===== src/rtl/aibcr3_scan_pkg.sv =====
// Shared types and constants for the aibcr3 scan-chain sequencer.
// The state encoding also drives the sequencer's debug state output.
package aibcr3_scan_pkg;

    typedef enum logic [1:0] {
        IDLE  = 2'd0,
        SHIFT = 2'd1,
        CAPT  = 2'd2,
        DONE  = 2'd3
    } scan_state_e;

    localparam int CHAIN_LEN_MIN = 2;
    localparam int CHAIN_LEN_MAX = 64;

    // Counter width for a chain of len cells; a 2-cell chain still needs one bit.
    function automatic int cnt_width(input int len);
        return (len <= 2) ? 1 : $clog2(len);
    endfunction

endpackage


===== src/rtl/aibcr3_scan_shreg.sv =====
// Parallel-load, serial-in/serial-out shift register with SI tap and shift counter.
// SI is registered so the chain sees a flop output, and it returns to 0 once shifting ends.
module aibcr3_scan_shreg
    import aibcr3_scan_pkg::*;
#(
    parameter int CHAIN_LEN = 16
) (
    input  logic                 ck,
    input  logic                 cd,
    input  logic                 load,
    input  logic                 shift,
    input  logic [CHAIN_LEN-1:0] load_data,
    input  logic                 so,
    output logic [CHAIN_LEN-1:0] shreg,
    output logic                 si,
    output logic                 last
);

    localparam int CW = cnt_width(CHAIN_LEN);
    localparam logic [CW-1:0] CNT_LAST = CW'(CHAIN_LEN - 1);

    logic [CW-1:0] cnt;

    assign last = (cnt == CNT_LAST);

    // SI always carries the bit the chain will sample on the next gated edge.
    always_ff @(posedge ck or posedge cd) begin
        if (cd) begin
            shreg <= '0;
            cnt   <= '0;
            si    <= 1'b0;
        end else if (load) begin
            shreg <= load_data;
            cnt   <= '0;
            si    <= load_data[CHAIN_LEN-1];
        end else if (shift) begin
            shreg <= {shreg[CHAIN_LEN-2:0], so};
            si    <= last ? 1'b0 : shreg[CHAIN_LEN-2];
            if (!last) begin
                cnt <= cnt + CW'(1);
            end
        end
    end

endmodule


===== src/rtl/aibcr3_scan_seq.sv =====
// Scan-chain sequencer: loads a word into the chain MSB-first while unloading the old contents,
// then optionally clocks one functional capture before presenting the unload word.
module aibcr3_scan_seq
    import aibcr3_scan_pkg::*;
#(
    parameter int CHAIN_LEN = 16
) (
    input  logic                 CK,
    input  logic                 CD,
    input  logic                 LOAD_VLD,
    output logic                 LOAD_RDY,
    input  logic [CHAIN_LEN-1:0] LOAD_DATA,
    input  logic                 LOAD_CAP,
    output logic                 SE,
    output logic                 SI,
    output logic                 CKEN,
    input  logic                 SO,
    output logic                 UNLOAD_VLD,
    input  logic                 UNLOAD_RDY,
    output logic [CHAIN_LEN-1:0] UNLOAD_DATA,
    output logic                 BUSY,
    output logic [1:0]           dbg_state
);

    // Handshakes: a transfer happens on a CK edge where valid and ready are both 1;
    // valid/data are held until then, and ready never depends combinationally on valid.

    scan_state_e state;
    logic        cap_q;
    logic        load;
    logic        shift;
    logic        last;

    assign load      = LOAD_VLD && LOAD_RDY;
    assign shift     = (state == SHIFT);
    assign dbg_state = state;

    aibcr3_scan_shreg #(
        .CHAIN_LEN(CHAIN_LEN)
    ) u_shreg (
        .ck        (CK),
        .cd        (CD),
        .load      (load),
        .shift     (shift),
        .load_data (LOAD_DATA),
        .so        (SO),
        .shreg     (UNLOAD_DATA),
        .si        (SI),
        .last      (last)
    );

    // CKEN leads the chain by one edge because the ICG samples it.
    always_ff @(posedge CK or posedge CD) begin
        if (CD) begin
            state      <= IDLE;
            cap_q      <= 1'b0;
            LOAD_RDY   <= 1'b1;
            SE         <= 1'b0;
            CKEN       <= 1'b0;
            UNLOAD_VLD <= 1'b0;
            BUSY       <= 1'b0;
        end else begin
            case (state)
                IDLE: begin
                    if (load) begin
                        state    <= SHIFT;
                        cap_q    <= LOAD_CAP;
                        LOAD_RDY <= 1'b0;
                        SE       <= 1'b1;
                        CKEN     <= 1'b1;
                        BUSY     <= 1'b1;
                    end
                end
                SHIFT: begin
                    if (last) begin
                        SE <= 1'b0;
                        if (cap_q) begin
                            state <= CAPT;
                        end else begin
                            state      <= DONE;
                            CKEN       <= 1'b0;
                            UNLOAD_VLD <= 1'b1;
                        end
                    end
                end
                CAPT: begin
                    state      <= DONE;
                    CKEN       <= 1'b0;
                    UNLOAD_VLD <= 1'b1;
                end
                DONE: begin
                    if (UNLOAD_RDY) begin
                        state      <= IDLE;
                        UNLOAD_VLD <= 1'b0;
                        LOAD_RDY   <= 1'b1;
                        BUSY       <= 1'b0;
                    end
                end
                default: state <= IDLE;
            endcase
        end
    end

endmodule


===== config.mk =====
export PLATFORM = sky130hd
export DESIGN_NAME = aibcr3_scan_seq
export DESIGN_NICKNAME = d
export VERILOG_FILES = /design/src/rtl/aibcr3_scan_pkg.sv /design/src/rtl/aibcr3_scan_shreg.sv /design/src/rtl/aibcr3_scan_seq.sv
export SDC_FILE = /design/constraint.sdc
export NUM_CORES = 1
export LEC_CHECK = 0
export BUFFER_PORTS_ARGS = -buffer_cell sky130_fd_sc_hd__buf_4
export CAP_MARGIN = 20
export CORE_AREA = 2 2 46 70
export DETAILED_ROUTE_END_ITERATION = 16
export DIE_AREA = 0 0 48 72
export PLACE_DENSITY = 0.86
export SLEW_MARGIN = 20
export SYNTH_ARGS = -nofsm -noshare
export SYNTH_HDL_FRONTEND = slang
export SYNTH_HIERARCHICAL = 1
export SYNTH_SLANG_ARGS = --single-unit

===== constraint.sdc =====
create_clock -name CK -period 3.2 [get_ports CK]
set_input_delay 0 -clock CK [delete_from_list [all_inputs] [get_ports CK]]
set_output_delay 0 -clock CK [all_outputs]
set_load 0.005 [all_outputs]

Word-level counts from Yosys, hierarchy flattened

Cells that the tools add are included.

Add/sub/neg operators: 1
Mux-type cells: 27
Reduce and logical (&&, ||, !) cells: 14
Equality and inequality tests: 9

Operators with widths:

| operator                                                                 | count |
|---|---|
| 16-bit 2-to-1 mux                                                        | 2 |
| 1-bit 2-to-1 mux                                                         | 13 |
| 4-bit 2-to-1 mux                                                         | 3 |
| 3-bit AND reduction                                                      | 3 |
| 2-bit inequality test (second input constant)                            | 4 |
| 2-bit case mux with 4 select lines                                       | 1 |
| 4-bit AND reduction                                                      | 2 |
| 2-bit 2-to-1 mux                                                         | 3 |
| 1-bit case mux with 2 select lines                                       | 3 |
| 1-bit case mux with 3 select lines                                       | 2 |
| 2-bit nonzero test                                                       | 3 |
| 3-bit nonzero test                                                       | 2 |
| 4-bit by 1-bit adder with 4-bit output (second input constant)           | 1 |
| 2-bit == test (second input constant)                                    | 2 |
| 4-bit == test (second input constant)                                    | 1 |
| 2-bit AND reduction                                                      | 2 |
| 2-bit by 1-bit == test with 1-bit output (second input constant)         | 1 |
| 2-bit logical NOT                                                        | 1 |
| 2-bit by 1-bit inequality test with 1-bit output (second input constant) | 1 |
| 1-bit logical AND                                                        | 1 |

Word-level logic and storage cells: 61
Register bits after elaboration: 29
Input port bits: 22

Longest topological paths before layout

Depth in word-level cells: 4
Depth in mapped cells: 6
Depth with buffers taken out: 5

Modules after synthesis

Netlist, hierarchy kept.

By module, submodules not included:

| module            | cells each | area each (um2) | instances |
|---|---|---|---|
| aibcr3_scan_shreg | 98         | 997.2           | 1 |
| aibcr3_scan_seq   | 49         | 495.5           | 1 |

Least setup slack after synthesis

No wires, ideal clock.

Path kind: register to register
From: reg u_shreg.cnt[0]
To: reg state[1] (netlist: dbg_state[1])
Stages on the path, launching flop included: 7
Arrival: 1.486 ns
Period minus slack after synthesis: 1.611 ns
Buffers on the path: 1
Data required time: 3.075 ns
Slack: 1.589 ns
Cell sequence: dfrtp_1 ha_1 and3_1 buf_6 nand2b_1 and3_4 mux2_4

Cells in the longest elaborated chain, start to end: 3

Ends and longest elaborated chain:

| element                                                           | RTL line                | RTL |
|---|---|---|
| from (decl)                                                       | aibcr3_scan_shreg.sv:22 | `logic [CW-1:0] cnt;` |
| from (signal assigned)                                            | aibcr3_scan_shreg.sv:40 | `cnt <= cnt + CW'(1);` |
| 4-bit == test                                                     | aibcr3_scan_shreg.sv:24 | `assign last = (cnt == CNT_LAST);` |
| net last                                                          | aibcr3_scan_seq.sv:32   | `logic last;` |
| 2-bit by 1-bit inequality test with 1-bit output (no source line) | n/a                     |  |
| 3-bit AND reduction (no source line)                              | n/a                     |  |
| to (signal assigned)                                              | aibcr3_scan_seq.sv:55   | `state <= IDLE;` |
| to (signal assigned)                                              | aibcr3_scan_seq.sv:66   | `state <= SHIFT;` |
| to (signal assigned)                                              | aibcr3_scan_seq.sv:78   | `state <= CAPT;` |
| to (decl)                                                         | aibcr3_scan_seq.sv:28   | `scan_state_e state;` |

The timed path passes the listed nets, and every way through them passes these cells.
A chain may end at the register's enable or synchronous reset.

Worst setup path in the final report

From: reg state[1] (netlist: dbg_state[1])
To: reg u_shreg.cnt[0]

Cells in the longest elaborated chain, start to end: 3

Ends and longest elaborated chain:

| element                                  | RTL line              | RTL |
|---|---|---|
| 2-bit by 1-bit == test with 1-bit output | aibcr3_scan_seq.sv:35 | `assign shift = (state == SHIFT);` |
| net shift                                | aibcr3_scan_seq.sv:31 | `logic shift;` |
| 2-bit nonzero test (no source line)      | n/a                   |  |
| 2-bit AND reduction (no source line)     | n/a                   |  |

The timed path passes the listed nets, and every way through them passes these cells.

==> metrics.md <==
| Metric | Value |
|---|---|
| Outcome | `complete, no violations` |
| Cell internal pwr | `slightly below 0.0006 W` |
| Top FF cell, synth | `dfrtp_1` |
| Maxcap violations | `0` |
| Synth Cell Area | `1490 µm²` |
| Syn nets | `175` |
| Fraction of layout cells with a size suffix above 1 | `0.291` |
| Max-slew violations | `0` |
| Switching Fraction | `0.211` |
| WL/cell | `16.6 µm` |
| Distinct cells, synth | `36` |
| Setup-failing EPs final | `0` |
| Gr usage total | `0.271` |
| Sequential Power Share | `0.489` |
| Via density | `5.31` |
| Antenna Cells | `0` |
| #FFs+latches synth | `29` |
| First-pass GRT wire length | `6490 µm` |
| Global route total overflow | `0` |
| Part of the power in the clock network | `0.447` |
| Combinational share of power | `0.064` |
| Sequential area share after synthesis | `0.487` |
| Reg clk slew, reported paths | `60 ps` |
| Synth warn | `6` |
| Die area | `3460 µm²` |
| Final cell count without fillers | `252` |
| Crit path kind | `reg2reg` |
| Via count of the routed design | `1337` |
| Number of cell rows | `24` |
| Sw power | `0.000159 W` |
| Residual DRC count | `0` |
| Number of flops mapped to enable cells by yosys | `0` |
| Drt pass-1 iters | `4` |
| Fin crit share | `0.610` |
| Initial Util | `0.523` |
| Fraction of registers with async set/reset | `1.00` |
| CTS HTree Levels | `2` |
| CP max FO | `13` |
| DIE HEIGHT | `72 µm` |
| CTS Sinks | `29` |
| RD Place Congestion | `0.798` |
| # fillers | `194` |
| WP data required | `3410 ps` |
| Pleak | `just under 0.9 nW` |
| Skew-Pair Late Insertion Delay | `280 ps` |
| Fmax | `roughly 0.5 GHz` |
| Fin nets | `240` |
| Worst slew pin tran | `791 ps` |
| Crit path time final | `1950 ps` |
| PD cells | `352 nW/µm²` |
| CTS Buf Count | `5` |
| Clk_skew | `4.76 ps` |
| WL final | `4190 µm` |
| Unrepaired setup endpoints after global routing | `no` |
| Total core area | `about 2900 µm²` |
| Final HPWL DP | `2580 µm` |
| Utilization after layout | `0.746` |
| Vias in the first global route | `1443` |
| Slew HR | `0.472` |
| IO buf count | `45` |
| Initial antenna violation count | `0` |
| CTS tree | `built` |
| Largest net degree at the start of global routing | `38` |
| Crit end category | `flip-flop` |
| DRT antenna net count | `0` |
| Setup TNS | `0 ps` |
| Initial drt markers | `41` |
| Die Wd | `48 µm` |
| I/O Pins | `46` |
| Root buffer cell | `clkbuf_8` |
| Worst hold path class | `in2reg` |
| Dpl cells | `226` |
| Final Hold Fails | `0` |
| P&R area growth vs syn | `42.7%` |
| Cells after Synth | `147` |
| Peak supply drop | `0.275 mV` |
| Critical Path AT | `2160 ps` |
| Crit start category | `flip-flop` |
| Longest Clk Path Bufs | `2` |
| Syn avg cell area | `10.2 µm²` |
## power by group through the flow
stage	registers, W	logic (W)	clock network (W)
2_1_floorplan	0.000373	0.00000603	0
3_3_place_gp	0.000373	0.0000280	0
3_5_place_dp	0.000373	0.0000286	0
4_1_cts	0.000367	0.0000465	0.000339
5_1_grt	0.000366	0.0000517	0.000360
6_report	0.000367	0.0000479	0.000336
## worst paths after layout
kind | depth (start not counted) | slack (ps) | start | end
max reg2reg | 6 | 1250 | dbg_state[1] | u_shreg/cnt[0]
min in group asynchronous | 3 | 250 | CD | UNLOAD_VLD
min | 3 | 20 | UNLOAD_RDY | BUSY
max | 6 | 1250 | dbg_state[1] | u_shreg/cnt[0]
min reg2reg | 2 | 510 | SE | SE
max in group asynchronous | 3 | 2250 | CD | u_shreg/cnt[3]
## placed cells by master, fill, tap and decap left out
cell type,Yosys,final
clkinv_2,0,1
mux2_2,1,1
mux2i_1,18,18
and3_1,1,1
nand4_1,1,1
inv_1,8,8
or2_2,1,1
o2bb2ai_1,1,1
a41oi_1,1,1
o21ai_1,5,5
nand2_1,19,19
a21oi_1,11,11
or2_0,1,1
buf_4,1,47
a211oi_1,2,2
mux2_4,1,1
a21bo_2,1,1
o31ai_1,1,1
or3_1,1,1
dfstp_2,1,1
and3_4,1,1
clkbuf_8,0,7
o21ai_0,14,14
inv_4,1,1
nor2b_1,1,1
and2_1,2,2
a21boi_0,1,1
dlygate4sd3_1,0,18
nand3b_1,1,1
nand3_1,1,1
nor2_1,2,2
a31oi_1,1,1
dfrtp_1,28,28
nand2b_1,4,4
nor3_1,2,2
ha_1,6,6
## per-layer routing
layer | part of all wire | global-route usage | vias up
met3 | 0.051 | 0.0896 | 10
met4 | 0.025 | 0.123 | 0
li1 | - | - | 631
met5 | 0 | 0 | -
met2 | 0.56 | 0.476 | 49
met1 | 0.36 | 0.271 | 647
## flip-flops by register name, summed over array words and instances, names as in the netlist
register,cells
u_shreg/cnt,4
u_shreg/si,1
UNLOAD_VLD,1
cap_q,1
LOAD_RDY,1
CKEN,1
SE,1
u_shreg/shreg,16
BUSY,1
dbg_state,2
## worst max-delay path, cell delays in order (launching register included)
cell	delay (ps)
dfrtp_1	420
inv_1	140
ha_1	410
buf_4	340
inv_4	80
or3_1	340
a21oi_1	150
## cell families (layout without fill, tap and decap cells)
logic type | after synthesis | count (layout) | synth area share
mux | 20 | 20 | 0.138
flops | 29 | 29 | 0.487
fa+ha+maj | 6 | 6 | 0.0503
simple gates | 38 | 38 | 0.126
buf+inv | 16 | 82 | 0.0553
compound gates | 38 | 38 | 0.143
## Yosys cell counts, types with 3 or more instances
cell type,n,share of area
o21ai_0,14,0.047
clkbuf_1,3,0.0075
dfrtp_1,28,0.47
ha_1,6,0.050
a21oi_1,11,0.037
inv_1,8,0.020
mux2i_1,18,0.12
nand2_1,19,0.048
o21ai_1,5,0.017
nand2b_1,4,0.017
## through the flow
stage,cell area (µm²),power (W),hold slack [ps],worst slack [ps]
finish,2130,0.000750,15.9,1250
global route,2130,0.000779,46.3,1160
CTS,2130,0.000753,16.4,1260
detailed placement,1850,0.000402,-14.7,1270
global placement,1850,0.000401,-22.9,1370
floorplan,1490,0.000379,-185,1590
## what timing repair did
item / 4_1_cts / 5_1_grt
setup buffers: 0 / 0
hold buffers: 18 / 0
endpoints found under the hold margin: 47 / 0
resized for setup: 0 / 0
## cell type report
| cell class | count | area [µm²] | share of cell area |
|---|---|---|---|
| Inverter | 9 | 36.3 | 0.0170 |
| Clock inverter | 1 | 5.00 | 0.00235 |
| Timing Repair Buffer | 65 | 533 | 0.250 |
| Tap cell | 39 | 48.8 | 0.0229 |
| Sequential cell | 29 | 727 | 0.341 |
| Multi-Input combinational cell | 102 | 683 | 0.321 |
| Clock buffer | 7 | 96.3 | 0.0452 |
(Power assumes the default switching activity.)
